**src/rtl/hazard_scoreboard_pkg.sv**
```systemverilog
// Shared encodings and scoreboard entry type for the pipeline hazard controller.
package hazard_scoreboard_pkg;

  localparam logic [1:0] VALUE_USE_NOW  = 2'd0;
  localparam logic [1:0] VALUE_USE_NEXT = 2'd1;
  localparam logic [1:0] VALUE_USE_NONE = 2'd3;

  localparam logic [1:0] FWD_RF = 2'd0;
  localparam logic [1:0] FWD_W  = 2'd1;
  localparam logic [1:0] FWD_M  = 2'd2;
  localparam logic [1:0] FWD_E  = 2'd3;

  localparam logic [1:0] TNEW_LINK = 2'd0;
  localparam logic [1:0] TNEW_ALU  = 2'd1;
  localparam logic [1:0] TNEW_LOAD = 2'd2;

  typedef struct packed {
    logic       valid;
    logic [4:0] dst;
    logic [1:0] tnew;
  } sb_entry_t;

  localparam sb_entry_t SB_EMPTY = '{valid: 1'b0, dst: 5'd0, tnew: 2'd0};

  // One pipeline step closer to the result: Tnew counts down and sticks at zero.
  function automatic sb_entry_t age_entry(input sb_entry_t ent);
    sb_entry_t aged;
    aged      = ent;
    aged.tnew = (ent.tnew == 2'd0) ? 2'd0 : (ent.tnew - 2'd1);
    return aged;
  endfunction

  function automatic logic entry_hit(input sb_entry_t ent, input logic [4:0] src);
    return ent.valid && (ent.dst != 5'd0) && (ent.dst == src);
  endfunction

endpackage

```
**src/rtl/hazard_scoreboard_fwd_sel.sv**
```systemverilog
// Per-operand forwarding select and data-stall term; E_VARIANT ignores the E entry and Tuse.
module hz_fwd_sel
  import hazard_scoreboard_pkg::*;
#(
  parameter bit E_VARIANT = 1'b0
) (
  input  logic [4:0] src,
  input  logic [1:0] tuse,
  input  sb_entry_t  e_ent,
  input  sb_entry_t  m_ent,
  input  sb_entry_t  w_ent,
  output logic [1:0] sel,
  output logic       stall_term
);

  logic live_s;
  logic e_hit_s;
  logic m_hit_s;
  logic w_hit_s;

  // Stage match qualification for this operand
  always_comb begin
    live_s  = E_VARIANT ? 1'b1 : (tuse != VALUE_USE_NONE);
    e_hit_s = !E_VARIANT && live_s && entry_hit(e_ent, src);
    m_hit_s = live_s && entry_hit(m_ent, src);
    w_hit_s = live_s && entry_hit(w_ent, src);
  end

  // Youngest match wins; a not-yet-ready youngest match hides older copies
  always_comb begin
    sel = FWD_RF;
    if (e_hit_s) begin
      sel = (e_ent.tnew == 2'd0) ? FWD_E : FWD_RF;
    end else if (m_hit_s) begin
      sel = (m_ent.tnew == 2'd0) ? FWD_M : FWD_RF;
    end else if (w_hit_s) begin
      sel = (w_ent.tnew == 2'd0) ? FWD_W : FWD_RF;
    end else begin
      sel = FWD_RF;
    end
  end

  // Result not produced in time for its use: only E and M can be late
  always_comb begin
    stall_term = 1'b0;
    if (E_VARIANT) begin
      stall_term = 1'b0;
    end else begin
      stall_term = (e_hit_s && (e_ent.tnew > tuse)) ||
                   (m_hit_s && (m_ent.tnew > tuse));
    end
  end

endmodule

```
**src/rtl/hazard_scoreboard.sv**
```systemverilog
// Tnew/Tuse hazard scoreboard: stall, D/E forwarding selects and mult/div busy sequencing.
module hazard_scoreboard
  import hazard_scoreboard_pkg::*;
#(
  parameter int MULT_CYCLES = 5,
  parameter int DIV_CYCLES  = 10
) (
  input  logic       clk,
  input  logic       rst_n,
  input  logic [4:0] d_rs,
  input  logic [4:0] d_rt,
  input  logic [1:0] d_rs_use,
  input  logic [1:0] d_rt_use,
  input  logic       d_wr,
  input  logic [4:0] d_dst,
  input  logic [1:0] d_tnew,
  input  logic       d_md_use,
  input  logic       e_md_start,
  input  logic       e_md_div,
  output logic       stall,
  output logic [1:0] fwd_d_rs,
  output logic [1:0] fwd_d_rt,
  output logic [1:0] fwd_e_rs,
  output logic [1:0] fwd_e_rt,
  output logic       md_busy
);

  localparam logic [3:0] MULT_LOAD = 4'(MULT_CYCLES);
  localparam logic [3:0] DIV_LOAD  = 4'(DIV_CYCLES);

  sb_entry_t  e_ent_r;
  sb_entry_t  m_ent_r;
  sb_entry_t  w_ent_r;
  logic [4:0] e_rs_r;
  logic [4:0] e_rt_r;
  logic [3:0] md_cnt_r;

  logic rs_stall_s;
  logic rt_stall_s;
  logic e_rs_stall_s;
  logic e_rt_stall_s;
  logic md_busy_s;
  logic md_stall_s;
  logic stall_s;

  hz_fwd_sel #(.E_VARIANT(1'b0)) u_sel_d_rs (
    .src(d_rs), .tuse(d_rs_use), .e_ent(e_ent_r), .m_ent(m_ent_r), .w_ent(w_ent_r),
    .sel(fwd_d_rs), .stall_term(rs_stall_s)
  );

  hz_fwd_sel #(.E_VARIANT(1'b0)) u_sel_d_rt (
    .src(d_rt), .tuse(d_rt_use), .e_ent(e_ent_r), .m_ent(m_ent_r), .w_ent(w_ent_r),
    .sel(fwd_d_rt), .stall_term(rt_stall_s)
  );

  hz_fwd_sel #(.E_VARIANT(1'b1)) u_sel_e_rs (
    .src(e_rs_r), .tuse(VALUE_USE_NOW), .e_ent(e_ent_r), .m_ent(m_ent_r), .w_ent(w_ent_r),
    .sel(fwd_e_rs), .stall_term(e_rs_stall_s)
  );

  hz_fwd_sel #(.E_VARIANT(1'b1)) u_sel_e_rt (
    .src(e_rt_r), .tuse(VALUE_USE_NOW), .e_ent(e_ent_r), .m_ent(m_ent_r), .w_ent(w_ent_r),
    .sel(fwd_e_rt), .stall_term(e_rt_stall_s)
  );

  // Stall combines data hazards with HI/LO access while the md unit is (or is becoming) busy
  always_comb begin
    md_busy_s  = (md_cnt_r != 4'd0);
    md_stall_s = d_md_use && (md_busy_s || e_md_start);
    stall_s    = rs_stall_s | rt_stall_s | e_rs_stall_s | e_rt_stall_s | md_stall_s;
  end

  assign stall   = stall_s;
  assign md_busy = md_busy_s;

  // Pipeline scoreboard advance and mult/div busy counter
  always_ff @(posedge clk or negedge rst_n) begin
    if (!rst_n) begin
      e_ent_r  <= SB_EMPTY;
      m_ent_r  <= SB_EMPTY;
      w_ent_r  <= SB_EMPTY;
      e_rs_r   <= 5'd0;
      e_rt_r   <= 5'd0;
      md_cnt_r <= 4'd0;
    end else begin
      w_ent_r <= age_entry(m_ent_r);
      m_ent_r <= age_entry(e_ent_r);
      if (stall_s) begin
        e_ent_r <= SB_EMPTY;
        e_rs_r  <= 5'd0;
        e_rt_r  <= 5'd0;
      end else begin
        e_ent_r <= '{valid: d_wr && (d_dst != 5'd0), dst: d_dst, tnew: d_tnew};
        e_rs_r  <= d_rs;
        e_rt_r  <= d_rt;
      end
      if (e_md_start) begin
        md_cnt_r <= e_md_div ? DIV_LOAD : MULT_LOAD;
      end else if (md_cnt_r != 4'd0) begin
        md_cnt_r <= md_cnt_r - 4'd1;
      end else begin
        md_cnt_r <= 4'd0;
      end
    end
  end

endmodule

```
**config.mk**
```make
export PLATFORM = sky130hd
export DESIGN_NAME = hazard_scoreboard
export DESIGN_NICKNAME = d
export VERILOG_FILES = /design/src/rtl/hazard_scoreboard_pkg.sv /design/src/rtl/hazard_scoreboard_fwd_sel.sv /design/src/rtl/hazard_scoreboard.sv
export SDC_FILE = /design/constraint.sdc
export NUM_CORES = 1
export LEC_CHECK = 0
export CAP_MARGIN = 20
export CORE_UTILIZATION = 45
export DETAILED_ROUTE_END_ITERATION = 10
export DONT_BUFFER_PORTS = 1
export HOLD_SLACK_MARGIN = 0.1
export SKIP_CTS_REPAIR_TIMING = 1
export SYNTH_ARGS = -nofsm -noshare
export SYNTH_HDL_FRONTEND = slang
export SYNTH_SLANG_ARGS = --single-unit
```
**constraint.sdc**
```tcl
create_clock -name clk -period 6.07 [get_ports clk]
set_input_delay 0.9105 -clock clk [delete_from_list [all_inputs] [get_ports clk]]
set_output_delay 0.9105 -clock clk [all_outputs]
set_load 0.01 [all_outputs]
```
==> results of run 1 <==
[flip-flops by register name (all words and copies together), names as in the netlist]
| name | flops |
|---|---|
| e_ent_r | 8 |
| e_rs_r | 5 |
| e_rt_r | 5 |
| m_ent_r | 8 |
| md_cnt_r | 4 |
| w_ent_r | 8 |
[routing by layer]
layer	vias up	track usage, %	wire length, um
met2	36	32.1	2160
met3	9	7.22	307
met1	734	25.4	2050
met5	-	0	0
met4	0	6.75	74
li1	764	-	-
[synth_stat cells (all sizes together) (7+ instances only)]
master	number	area, um2
clkbuf	8	30.0
nor2	24	92.6
nor2b	7	43.8
dfrtp	38	951
nand2	33	124
nor3	7	35.0
xnor2	30	263
nor4	9	56.3
ha	8	100
xor2	20	175
o21ai	10	61.3
[cells by family after synthesis]
family / count (synthesis) / share of synthesized area [%]
AO/OA/AOI/OAI: 20 / 6.01
XOR/XNOR: 50 / 19.9
adder cells (fa/ha/maj): 8 / 4.54
buffers and inverters: 18 / 4.31
flip-flops: 38 / 43.1
AND/OR/NAND/NOR: 100 / 22.2
[where the power goes]
part           switching [mW]  total (mW)  internal [mW]  leakage, nW
sequential             0.0247       0.294          0.270        0.487
combinational          0.0340      0.0736         0.0396        0.502
clock                  0.0813       0.169         0.0875       0.0431
total                   0.140       0.537          0.397         1.03
[worst min path at each step]
stage | start | endpoint | slack, ns | cells past startpoint
3_3_place_gp | e_ent_r[7] | m_ent_r[7] | 0.37 | 0
3_5_place_dp | e_ent_r[7] | m_ent_r[7] | 0.38 | 0
4_1_cts | rst_n | m_ent_r[1] | 0.30 | 0
6_report | rst_n | w_ent_r[2] | 0.31 | 0
5_1_grt | rst_n | w_ent_r[2] | 0.30 | 0
2_1_floorplan | m_ent_r[4] | w_ent_r[4] | 0.35 | 0
[cell type report]
| cell class | count | share of cell area, % |
|---|---|---|
| multi-input combinational | 178 | 50.4 |
| tap | 67 | 3.64 |
| timing repair buffer | 1 | 0.326 |
| inverter | 5 | 0.815 |
| clock buffer | 6 | 3.59 |
| sequential | 38 | 41.3 |
[placed cells by master (no fill, tap or decap), drive strengths merged]
| master | count |
|---|---|
| nand4 | 4 |
| buf | 1 |
| o21ai | 10 |
| inv | 5 |
| a21oi | 4 |
| clkbuf | 6 |
| nand3 | 4 |
| dfrtp | 38 |
| or4 | 5 |
| nand2 | 33 |
| o211ai | 2 |
| o31a | 1 |
| and2 | 2 |
| a21o | 1 |
| nand2b | 2 |
| and4 | 2 |
| nor2 | 24 |
| nor4 | 9 |
| o41ai | 1 |
| xor2 | 20 |
| nor2b | 7 |
| a2111o | 1 |
| nor4b | 1 |
| ha | 8 |
| xnor2 | 30 |
| nor3 | 7 |
[through the flow]
stage               setup slack (ns)  total power, mW  cells
CTS                             2.49            0.543    295
global route                    2.43            0.567    295
global placement                2.63            0.372    289
finish                          2.55            0.537    295
detailed placement              2.61            0.374    289
floorplan                       2.92            0.359    234
==> metrics.txt, run 1 <==
# TYPE chip_impl_metric gauge
chip_impl_info{name="run_status",value="finished clean"} 1
chip_impl_metric{name="nets",unit=""} 264
chip_impl_info{name="crit_path_start_kind",value="flip-flop"} 1
chip_impl_metric{name="detail_route.vias_per_cell",unit=""} 5.23
chip_impl_info{name="worstPathCellList",value="or4_1 -> o21ai_1 -> nor3_1 -> a2111o_1 -> nand2b_1"} 1
chip_impl_metric{name="multi_input_comb_area",unit="um2"} 1160
chip_impl_metric{name="slew-limit-headroom",unit="%"} 56.6
chip_impl_metric{name="yosysWarnings",unit=""} 0
chip_impl_metric{name="post_route_cells_drive_above_1_share",unit="%"} 4.39
chip_impl_metric{name="gr-total-overflow",unit=""} 0
chip_impl_metric{name="syn-num-nets",unit=""} 269
chip_impl_metric{name="finalCritPeriodShare",unit="%"} 58.0
chip_impl_info{name="critical-path-slowest-cell",value="sky130_fd_sc_hd__a2111o_1"} 1
chip_impl_metric{name="static-leakage-power",unit="nW"} 1.03
chip_impl_metric{name="finalSetupViolCount",unit=""} 0
chip_impl_metric{name="critical_path.max_fanout",unit=""} 19
chip_impl_metric{name="worst-r2r-setup-slack",unit="ns"} 3.76
chip_impl_metric{name="maxSlewViolCount",unit=""} 0
chip_impl_metric{name="yosys_register_bits",unit=""} 38
chip_impl_metric{name="clock_slew_seen_by_the_registers_of_the_worst_setup_and_hold_paths",unit="ns"} 0.07
chip_impl_metric{name="critical_path.max_stage_delay",unit="ns"} 0.64
chip_impl_metric{name="postLayoutCellArea",unit="um2"} 2300
chip_impl_metric{name="gate_count_after_technology_mapping",unit=""} 234
chip_impl_metric{name="clkSinkCount",unit=""} 38
chip_impl_metric{name="drv.max_cap_violation_count",unit=""} 0
chip_impl_metric{name="timing_worst_slew_pin_value",unit="ns"} 0.642
chip_impl_metric{name="cp.depth",unit=""} 5
chip_impl_metric{name="number_of_synthesized_flops_with_an_enable_pin",unit=""} 0
chip_impl_metric{name="insertedDiodeCount",unit=""} 0
chip_impl_info{name="worstReg2RegEnd",value="e_rt_r[0]"} 1
chip_impl_metric{name="ys_async_sr_fraction",unit="%"} 100
chip_impl_metric{name="place.port_buffers",unit=""} 0
chip_impl_metric{name="mappedNetlistArea",unit="um2"} 2210
chip_impl_metric{name="drt-pass1-iter-count",unit=""} 4
chip_impl_metric{name="tritoncts.num_buffers",unit=""} 5
chip_impl_info{name="timing.critical_path.from",value="e_ent_r[2]"} 1
chip_impl_metric{name="place_area",unit="um2"} 2220
chip_impl_metric{name="post-route-util",unit="%"} 48.8
chip_impl_metric{name="avgSynthCellArea",unit="um2"} 9.43
chip_impl_metric{name="fp.dieH",unit="um"} 72.0
chip_impl_metric{name="place_hpwl",unit="mm"} 3.57
chip_impl_metric{name="whs",unit="ns"} 0.309
chip_impl_metric{name="drcViolationCount",unit=""} 0
chip_impl_info{name="ctsRootBufferMaster",value="sky130_fd_sc_hd__clkbuf_8"} 1
chip_impl_info{name="type_of_the_tightest_min_delay_check",value="in -> async"} 1
chip_impl_info{name="setup.worst_path.end_class",value="output port"} 1
chip_impl_metric{name="chipWidth",unit="um"} 72.0
chip_impl_metric{name="area_delta_synth_final",unit="%"} 4.42
chip_impl_metric{name="fin_tns_setup",unit="ns"} 0
chip_impl_metric{name="grt_max_degree",unit=""} 39
chip_impl_metric{name="die_area",unit="um2"} 5190
chip_impl_metric{name="placeableCoreArea",unit="um2"} 4720
chip_impl_info{name="cp-endpoint",value="stall"} 1
chip_impl_info{name="timing_worst_setup_path_type",value="reg -> out"} 1
chip_impl_metric{name="vdd_drop_max",unit="V"} 0.000122
chip_impl_metric{name="yosysUniqueCellTypes",unit=""} 33
chip_impl_info{name="worst_path_dominant_cell_family",value="simple AND/OR/NAND/NOR gates"} 1
chip_impl_metric{name="finalWeightedCongestion",unit=""} 0.815
chip_impl_metric{name="max-clock-path-buffers",unit=""} 2
chip_impl_metric{name="clock-skew-final",unit="ns"} 0.00708
chip_impl_metric{name="postRouteWirelength",unit="mm"} 4.60
chip_impl_metric{name="timing.reg2reg.worst_path_depth",unit=""} 5
chip_impl_metric{name="cp_data_required_time",unit="ns"} 5.16
chip_impl_metric{name="critical_path.n_buffers_inverters",unit=""} 0
chip_impl_metric{name="drt_antenna_net_count",unit=""} 0
chip_impl_metric{name="routed_wire_length_per_instance",unit="um"} 15.6
chip_impl_metric{name="storage_element_area",unit="um2"} 951
chip_impl_metric{name="cp.arrival",unit="ns"} 2.61
chip_impl_metric{name="grt_antenna_before_repair",unit=""} 0
chip_impl_metric{name="ioPinCount",unit=""} 37
chip_impl_info{name="r2r_path_start",value="e_ent_r[2]"} 1
chip_impl_metric{name="detail_route.iter0.violations",unit=""} 75
chip_impl_metric{name="dr_total_vias",unit=""} 1543
chip_impl_info{name="synth-main-ff-cell",value="sky130_fd_sc_hd__dfrtp_1"} 1
chip_impl_metric{name="fmax",unit="GHz"} 0.284
chip_impl_metric{name="finalHoldViolations",unit=""} 0
chip_impl_metric{name="final_period_minus_worst_setup_slack",unit="ns"} 3.52
chip_impl_info{name="tritoncts_clock_tree",value="done"} 1
chip_impl_metric{name="grt_pass1_wl",unit="mm"} 7.67
chip_impl_metric{name="globalRouteTotalUtil",unit="%"} 20.1
chip_impl_metric{name="h-tree-depth",unit=""} 2
chip_impl_metric{name="placement_rows",unit=""} 25
chip_impl_metric{name="clock_latency",unit="ns"} 0.29
chip_impl_metric{name="synth.yosys.seq_area_share",unit="%"} 43.1
chip_impl_metric{name="power_per_cell_area",unit="nW/um2"} 233
chip_impl_info{name="rsz0062_at_grt",value="no"} 1
chip_impl_metric{name="via_count_of_the_first_global_routing_pass",unit=""} 1542
chip_impl_metric{name="initial_core_util",unit="%"} 46.7
chip_impl_metric{name="final.fill_count",unit=""} 462
(Power assumes the default switching activity.)
==> run 2, diff against run 1 <==
==> constraint.sdc (replaced) <==
create_clock -name clk -period 3.7 [get_ports clk]
set_input_delay 0.555 -clock clk [delete_from_list [all_inputs] [get_ports clk]]
set_output_delay 0.555 -clock clk [all_outputs]
set_load 0.01 [all_outputs]
==> run 2 against run 1 <==
Compared with the run above:
- core utilization grew 1.4 points
- cell area increased by 2.8%
- global-route usage rose by 0.32 points
- largest power group unchanged
==> metrics.txt, run 2 (synthesis results as in run 1) <==
# TYPE chip_impl_metric gauge
chip_impl_metric{name="drt_antenna_net_count",unit=""} 0
chip_impl_info{name="ctsRootBufferMaster",value="sky130_fd_sc_hd__clkbuf_8"} 1
chip_impl_metric{name="cp_data_required_time",unit="ns"} 3.14
chip_impl_metric{name="dr_wl_met3",unit="um"} 247
chip_impl_metric{name="static-leakage-power",unit="nW"} 1.07
chip_impl_metric{name="postRouteWirelength",unit="mm"} 4.77
chip_impl_metric{name="max-clock-path-buffers",unit=""} 2
chip_impl_metric{name="via_count_of_the_first_global_routing_pass",unit=""} 1579
chip_impl_metric{name="power_per_cell_area",unit="nW/um2"} 407
chip_impl_metric{name="p_sw_share",unit="%"} 26.4
chip_impl_info{name="type_of_the_tightest_min_delay_check",value="in -> reg"} 1
chip_impl_metric{name="power_switching",unit="uW"} 255
chip_impl_info{name="setup.worst_path.end_class",value="output port"} 1
chip_impl_metric{name="critical_path.max_stage_delay",unit="ns"} 0.57
chip_impl_metric{name="fin_tns_setup",unit="ns"} 0
chip_impl_info{name="critical-path-slowest-cell",value="sky130_fd_sc_hd__or4_4"} 1
chip_impl_metric{name="wl_met1",unit="mm"} 2.18
chip_impl_info{name="top_flop_regs",value="e_ent_r x8, m_ent_r x8, w_ent_r x8"} 1
chip_impl_metric{name="tritoncts.num_buffers",unit=""} 5
chip_impl_metric{name="vdd_drop_max",unit="V"} 0.000227
chip_impl_info{name="crit_path_start_kind",value="flip-flop"} 1
chip_impl_metric{name="gr-total-overflow",unit=""} 0
chip_impl_info{name="run_status",value="finished clean"} 1
chip_impl_metric{name="initial_core_util",unit="%"} 46.7
chip_impl_metric{name="drv.max_cap_violation_count",unit=""} 0
chip_impl_metric{name="worst_hold_path.num_cells",unit=""} 2
chip_impl_info{name="min-delay-start",value="d_rs[4]"} 1
chip_impl_info{name="mostFrequentLayoutCells",value="38 x sky130_fd_sc_hd__dfrtp_1, 33 x sky130_fd_sc_hd__nand2_1, 30 x sky130_fd_sc_hd__xnor2_1"} 1
chip_impl_metric{name="clock_latency",unit="ns"} 0.29
chip_impl_metric{name="cell_internal_pwr",unit="uW"} 708
chip_impl_metric{name="drcViolationCount",unit=""} 0
chip_impl_metric{name="critical_path.n_buffers_inverters",unit=""} 1
chip_impl_metric{name="final_period_minus_worst_setup_slack",unit="ns"} 2.97
chip_impl_metric{name="grt_antenna_before_repair",unit=""} 0
chip_impl_metric{name="h-tree-depth",unit=""} 2
chip_impl_metric{name="timing.reg2reg.worst_path_depth",unit=""} 6
chip_impl_metric{name="finalCritPeriodShare",unit="%"} 80.2
chip_impl_metric{name="finalWeightedCongestion",unit=""} 0.833
chip_impl_metric{name="chipWidth",unit="um"} 72.0
chip_impl_metric{name="maxSlewViolCount",unit=""} 0
chip_impl_metric{name="fmax",unit="GHz"} 0.337
chip_impl_metric{name="dr_total_vias",unit=""} 1535
chip_impl_metric{name="globalRouteTotalUtil",unit="%"} 20.4
chip_impl_metric{name="fp.dieH",unit="um"} 72.0
chip_impl_metric{name="clkSinkCount",unit=""} 38
chip_impl_info{name="topRoutingLayerUsed",value="met4"} 1
chip_impl_metric{name="slew-limit-headroom",unit="%"} 50.1
chip_impl_metric{name="grt_pass1_wl",unit="mm"} 7.82
chip_impl_metric{name="grt_max_degree",unit=""} 39
chip_impl_metric{name="finalSetupViolCount",unit=""} 0
chip_impl_metric{name="timing_worst_slew_pin_value",unit="ns"} 0.739
chip_impl_metric{name="placement_rows",unit=""} 25
chip_impl_metric{name="clock-skew-final",unit="ns"} 0.00538
chip_impl_metric{name="detail_route.iter0.violations",unit=""} 110
chip_impl_metric{name="place_hpwl",unit="mm"} 3.73
chip_impl_metric{name="placeableCoreArea",unit="um2"} 4720
chip_impl_info{name="mostFrequentLayoutCell",value="sky130_fd_sc_hd__dfrtp_1"} 1
chip_impl_metric{name="ioPinCount",unit=""} 37
chip_impl_metric{name="critical_path.max_fanout",unit=""} 19
chip_impl_info{name="worst_path_dominant_cell_family",value="simple AND/OR/NAND/NOR gates"} 1
chip_impl_metric{name="sequential_cell_fraction_of_total_power",unit="%"} 49.9
chip_impl_metric{name="area_delta_synth_final",unit="%"} 7.32
chip_impl_metric{name="insertedDiodeCount",unit=""} 0
chip_impl_info{name="worstReg2RegEnd",value="e_ent_r[1]"} 1
chip_impl_info{name="rsz0062_at_grt",value="no"} 1
chip_impl_metric{name="drt-pass1-iter-count",unit=""} 4
chip_impl_metric{name="worst-r2r-setup-slack",unit="ns"} 1.54
chip_impl_metric{name="p_clk_share",unit="%"} 36.1
chip_impl_metric{name="routed_wire_length_per_instance",unit="um"} 15.9
chip_impl_info{name="r2r_path_start",value="m_ent_r[3]"} 1
chip_impl_metric{name="route.met2.wl",unit="mm"} 2.28
chip_impl_info{name="holdPathEnd",value="e_rs_r[4]"} 1
chip_impl_metric{name="place.port_buffers",unit=""} 0
chip_impl_metric{name="nets",unit=""} 267
chip_impl_info{name="tritoncts_clock_tree",value="done"} 1
chip_impl_metric{name="post_route_cells_drive_above_1_share",unit="%"} 6.01
chip_impl_info{name="timing_worst_setup_path_type",value="reg -> out"} 1
chip_impl_metric{name="detail_route.vias_per_cell",unit=""} 5.12
chip_impl_metric{name="pwr-share-comb",unit="%"} 14.0
chip_impl_metric{name="power.total",unit="uW"} 963
chip_impl_metric{name="clock_slew_seen_by_the_registers_of_the_worst_setup_and_hold_paths",unit="ns"} 0.07
chip_impl_metric{name="cp.arrival",unit="ns"} 2.41
chip_impl_metric{name="finalHoldViolations",unit=""} 0
chip_impl_metric{name="die_area",unit="um2"} 5190
chip_impl_info{name="worstPathCellList",value="or4_4 -> o21ai_4 -> nor4_1 -> a2111o_1 -> buf_4 -> nand2b_1"} 1
-- run 2: changes by cell type in the layout (fill, tap and decap cells not counted), sizes merged --
cell and delta:
clkbuf -1, clkinv +2, buf +2, bufinv +1, dlygate4sd3 +1
-- run 2: worst reg2reg max path: cells and delay by family (launching register included) --
family          cells  cell delay, ns
compound gates      2            0.59
buf+inv             1            0.21
flops               1            0.46
simple gates        3            0.82
-- run 2: worst max path at each step --
stage / startpoint / endpoint / slack, ns / cells past startpoint
2_1_floorplan: m_ent_r[3] / stall / 1.16 / 7
3_3_place_gp: m_ent_r[3] / stall / 1.07 / 6
3_5_place_dp: m_ent_r[3] / stall / 1.05 / 6
4_1_cts: m_ent_r[3] / stall / 0.72 / 6
5_1_grt: e_ent_r[2] / stall / 0.64 / 6
6_report: m_ent_r[3] / stall / 0.73 / 6
-- run 2: metrics by stage --
stage	std cells	cell area, um2	hold WS, ns	setup slack (ns)	utilization, %
final	300	2370	0.357	0.734	50.1
after global routing	300	2370	0.350	0.636	50.1
after CTS	298	2340	-0.0588	0.723	49.5
after detailed placement	290	2230	0.261	1.05	47.2
after global placement	290	2230	0.261	1.07	47.2
after floorplan	234	2210	0.259	1.16	-
-- run 2: power by group through the flow --
| stage | logic [mW] | clock network, mW | registers (mW) |
|---|---|---|---|
| after floorplan | 0.121 | 0 | 0.468 |
| after global placement | 0.122 | 0 | 0.490 |
| after detailed placement | 0.125 | 0 | 0.489 |
| after CTS | 0.125 | 0.353 | 0.481 |
| after global routing | 0.154 | 0.376 | 0.485 |
| final | 0.135 | 0.347 | 0.481 |
-- run 2: area by class of cell --
| type | count | area, um2 |
|---|---|---|
| fill | 464 | 2360 |
| inverter | 5 | 18.8 |
| clock inverter | 3 | 40.0 |
| clock buffer | 5 | 68.8 |
| tap | 67 | 83.8 |
| sequential | 38 | 951 |
| timing repair buffer | 4 | 45.0 |
| multi-input combinational | 178 | 1160 |
-- run 2: layer usage --
metal | track usage, % | vias up
li1 | - | 774
met1 | 26.6 | 720
met2 | 33.1 | 33
met3 | 6.53 | 8
met4 | 5.23 | 0
met5 | 0 | -
==> run 3, diff against run 2 <==
==> constraint.sdc (replaced) <==
create_clock -name clk -period 2.9 [get_ports clk]
set_input_delay 0.435 -clock clk [delete_from_list [all_inputs] [get_ports clk]]
set_output_delay 0.435 -clock clk [all_outputs]
set_load 0.01 [all_outputs]
==> run 3 against run 2 <==
Compared with the run above:
- sequential cell count unchanged
- clock skew is essentially flat
- critical path depth decreased by 1
- non-clock buffer count is 1 higher
- worst setup slack worse by 0.52 ns
- wire length shrank 0.75%
- first-iteration DRC count down 48%
- largest cell class unchanged
==> metrics.txt, run 3 (synthesis results as in run 1) <==
# TYPE chip_impl_metric gauge
chip_impl_info{name="run_status",value="finished clean"} 1
chip_impl_metric{name="tritoncts.num_buffers",unit=""} 5
chip_impl_metric{name="maxSlewViolCount",unit=""} 0
chip_impl_metric{name="cp_data_required_time",unit="ns"} 2.47
chip_impl_metric{name="via_count_of_the_first_global_routing_pass",unit=""} 1639
chip_impl_metric{name="drv.max_cap_violation_count",unit=""} 0
chip_impl_info{name="top_flop_regs",value="e_ent_r x8, m_ent_r x8, w_ent_r x8"} 1
chip_impl_metric{name="fin_tns_setup",unit="ns"} 0
chip_impl_metric{name="clkSinkCount",unit=""} 38
chip_impl_metric{name="vdd_drop_max",unit="V"} 0.000309
chip_impl_metric{name="die_area",unit="um2"} 5190
chip_impl_metric{name="chipWidth",unit="um"} 72.0
chip_impl_metric{name="nets",unit=""} 268
chip_impl_metric{name="timing_worst_slew_pin_value",unit="ns"} 0.437
chip_impl_info{name="tritoncts_clock_tree",value="done"} 1
chip_impl_metric{name="final_period_minus_worst_setup_slack",unit="ns"} 2.69
chip_impl_info{name="setup.worst_path.end_class",value="output port"} 1
chip_impl_metric{name="grt_antenna_before_repair",unit=""} 0
chip_impl_metric{name="finalWeightedCongestion",unit=""} 0.866
chip_impl_metric{name="grt_max_degree",unit=""} 39
chip_impl_metric{name="initial_core_util",unit="%"} 46.7
chip_impl_metric{name="power.total",unit="mW"} 1.15
chip_impl_metric{name="drcViolationCount",unit=""} 0
chip_impl_metric{name="grt_pass1_wl",unit="mm"} 8.00
chip_impl_metric{name="fmax",unit="GHz"} 0.372
chip_impl_metric{name="ioPinCount",unit=""} 37
chip_impl_metric{name="h-tree-depth",unit=""} 2
chip_impl_metric{name="sequential_cell_fraction_of_total_power",unit="%"} 53.1
chip_impl_metric{name="route.met2.wl",unit="mm"} 2.32
chip_impl_metric{name="cell_internal_pwr",unit="uW"} 843
chip_impl_metric{name="finalHoldViolations",unit=""} 0
chip_impl_metric{name="routed_wire_length_per_instance",unit="um"} 15.7
chip_impl_info{name="mostFrequentLayoutCell",value="sky130_fd_sc_hd__dfrtp_1"} 1
chip_impl_metric{name="insertedDiodeCount",unit=""} 0
chip_impl_metric{name="area_delta_synth_final",unit="%"} 6.86
chip_impl_metric{name="critical_path.max_fanout",unit=""} 6
chip_impl_info{name="topRoutingLayerUsed",value="met4"} 1
chip_impl_metric{name="dr_total_vias",unit=""} 1584
chip_impl_info{name="ctsRootBufferMaster",value="sky130_fd_sc_hd__clkbuf_8"} 1
chip_impl_info{name="crit_path_start_kind",value="flip-flop"} 1
chip_impl_info{name="mostFrequentLayoutCells",value="38 x sky130_fd_sc_hd__dfrtp_1, 33 x sky130_fd_sc_hd__nand2_1, 30 x sky130_fd_sc_hd__xnor2_1"} 1
chip_impl_metric{name="globalRouteTotalUtil",unit="%"} 20.8
chip_impl_info{name="rsz0062_at_grt",value="no"} 1
chip_impl_metric{name="dr_wl_met3",unit="um"} 314
chip_impl_metric{name="pwr-share-comb",unit="%"} 14.9
chip_impl_metric{name="clock_slew_seen_by_the_registers_of_the_worst_setup_and_hold_paths",unit="ns"} 0.07
chip_impl_metric{name="power_switching",unit="uW"} 312
chip_impl_metric{name="place.port_buffers",unit=""} 0
chip_impl_metric{name="postRouteWirelength",unit="mm"} 4.74
chip_impl_metric{name="drt_antenna_net_count",unit=""} 0
chip_impl_metric{name="p_sw_share",unit="%"} 27.0
chip_impl_metric{name="gr-total-overflow",unit=""} 0
chip_impl_metric{name="cp.arrival",unit="ns"} 2.25
chip_impl_metric{name="slew-limit-headroom",unit="%"} 70.6
chip_impl_metric{name="detail_route.vias_per_cell",unit=""} 5.26
chip_impl_info{name="timing_worst_setup_path_type",value="reg -> out"} 1
chip_impl_metric{name="detail_route.iter0.violations",unit=""} 57
chip_impl_metric{name="p_clk_share",unit="%"} 32.0
chip_impl_metric{name="placeableCoreArea",unit="um2"} 4720
chip_impl_metric{name="static-leakage-power",unit="nW"} 1.06
chip_impl_metric{name="placement_rows",unit=""} 25
chip_impl_metric{name="finalSetupViolCount",unit=""} 0
chip_impl_metric{name="place_hpwl",unit="mm"} 3.73
chip_impl_metric{name="setup_ws",unit="ns"} 0.214
chip_impl_metric{name="clock_latency",unit="ns"} 0.29
chip_impl_metric{name="clock-skew-final",unit="ns"} 0.00575
chip_impl_metric{name="post_route_cells_drive_above_1_share",unit="%"} 5.98
chip_impl_metric{name="wl_met1",unit="mm"} 2.03
chip_impl_metric{name="drt-pass1-iter-count",unit=""} 4
chip_impl_metric{name="power_per_cell_area",unit="nW/um2"} 490
chip_impl_metric{name="post-place-ws",unit="ns"} 0.529
chip_impl_metric{name="max-clock-path-buffers",unit=""} 2
chip_impl_metric{name="finalCritPeriodShare",unit="%"} 92.6
chip_impl_metric{name="fp.dieH",unit="um"} 72.0
chip_impl_info{name="type_of_the_tightest_min_delay_check",value="in -> reg"} 1
run 3: cell count changes in the layout (fill, tap and decap cells not counted), sizes merged:
cell    before  now
clkbuf       5    7
buf          3    4
clkinv       2    1
bufinv       1    0
run 3: worst paths after layout:
kind | from | to | slack, ns | cells past startpoint
max | m_ent_r[3] | stall | 0.21 | 5
min | d_rt[1] | e_rt_r[1] | 0.24 | 2
max reg2reg | m_ent_r[3] | e_ent_r[1] | 0.66 | 6
min reg2reg | e_ent_r[7] | m_ent_r[7] | 0.41 | 0
max in group asynchronous | rst_n | m_ent_r[1] | 2.11 | 2
min in group asynchronous | rst_n | e_rt_r[3] | 0.59 | 2
run 3: critical path, cell delays in order (launching register included):
cell and delay [ns]:
sky130_fd_sc_hd__dfrtp_1 0.46, sky130_fd_sc_hd__or4_4 0.57, sky130_fd_sc_hd__o21ai_4 0.20, sky130_fd_sc_hd__nor4_1 0.08, sky130_fd_sc_hd__a2111o_1 0.43, sky130_fd_sc_hd__nand2b_1 0.21
run 3: layout make-up:
class / count / area, um2
fillers: 454 / 2370
multi-input cells: 178 / 1160
flip-flops and latches: 38 / 951
clock buffers: 7 / 86.3
well taps: 67 / 83.8
repair buffers: 5 / 52.6
inverters: 5 / 18.8
clock inverters: 1 / 5.00
run 3: through the flow:
step,hold WS (ns),util (%),instances,cell area [um2]
after floorplan,0.139,-,234,2210
after detailed placement,0.141,47.3,291,2240
after global placement,0.141,47.3,291,2240
after CTS,-0.178,49.3,299,2330
final,0.240,49.9,301,2360
after global routing,0.232,49.9,301,2360
run 3: power groups by stage:
stage,Combinational (mW),Clock (mW),Sequential (mW)
after global placement,0.157,0,0.623
after global routing,0.198,0.400,0.619
final,0.172,0.370,0.613
after floorplan,0.154,0,0.597
after CTS,0.160,0.379,0.613
after detailed placement,0.159,0,0.623
run 3: routing by layer:
| layer | global-route usage, % | up-vias |
|---|---|---|
| met2 | 34.6 | 44 |
| met4 | 7.84 | 0 |
| met1 | 25.4 | 758 |
| li1 | - | 774 |
| met3 | 6.53 | 8 |
| met5 | 0 | - |
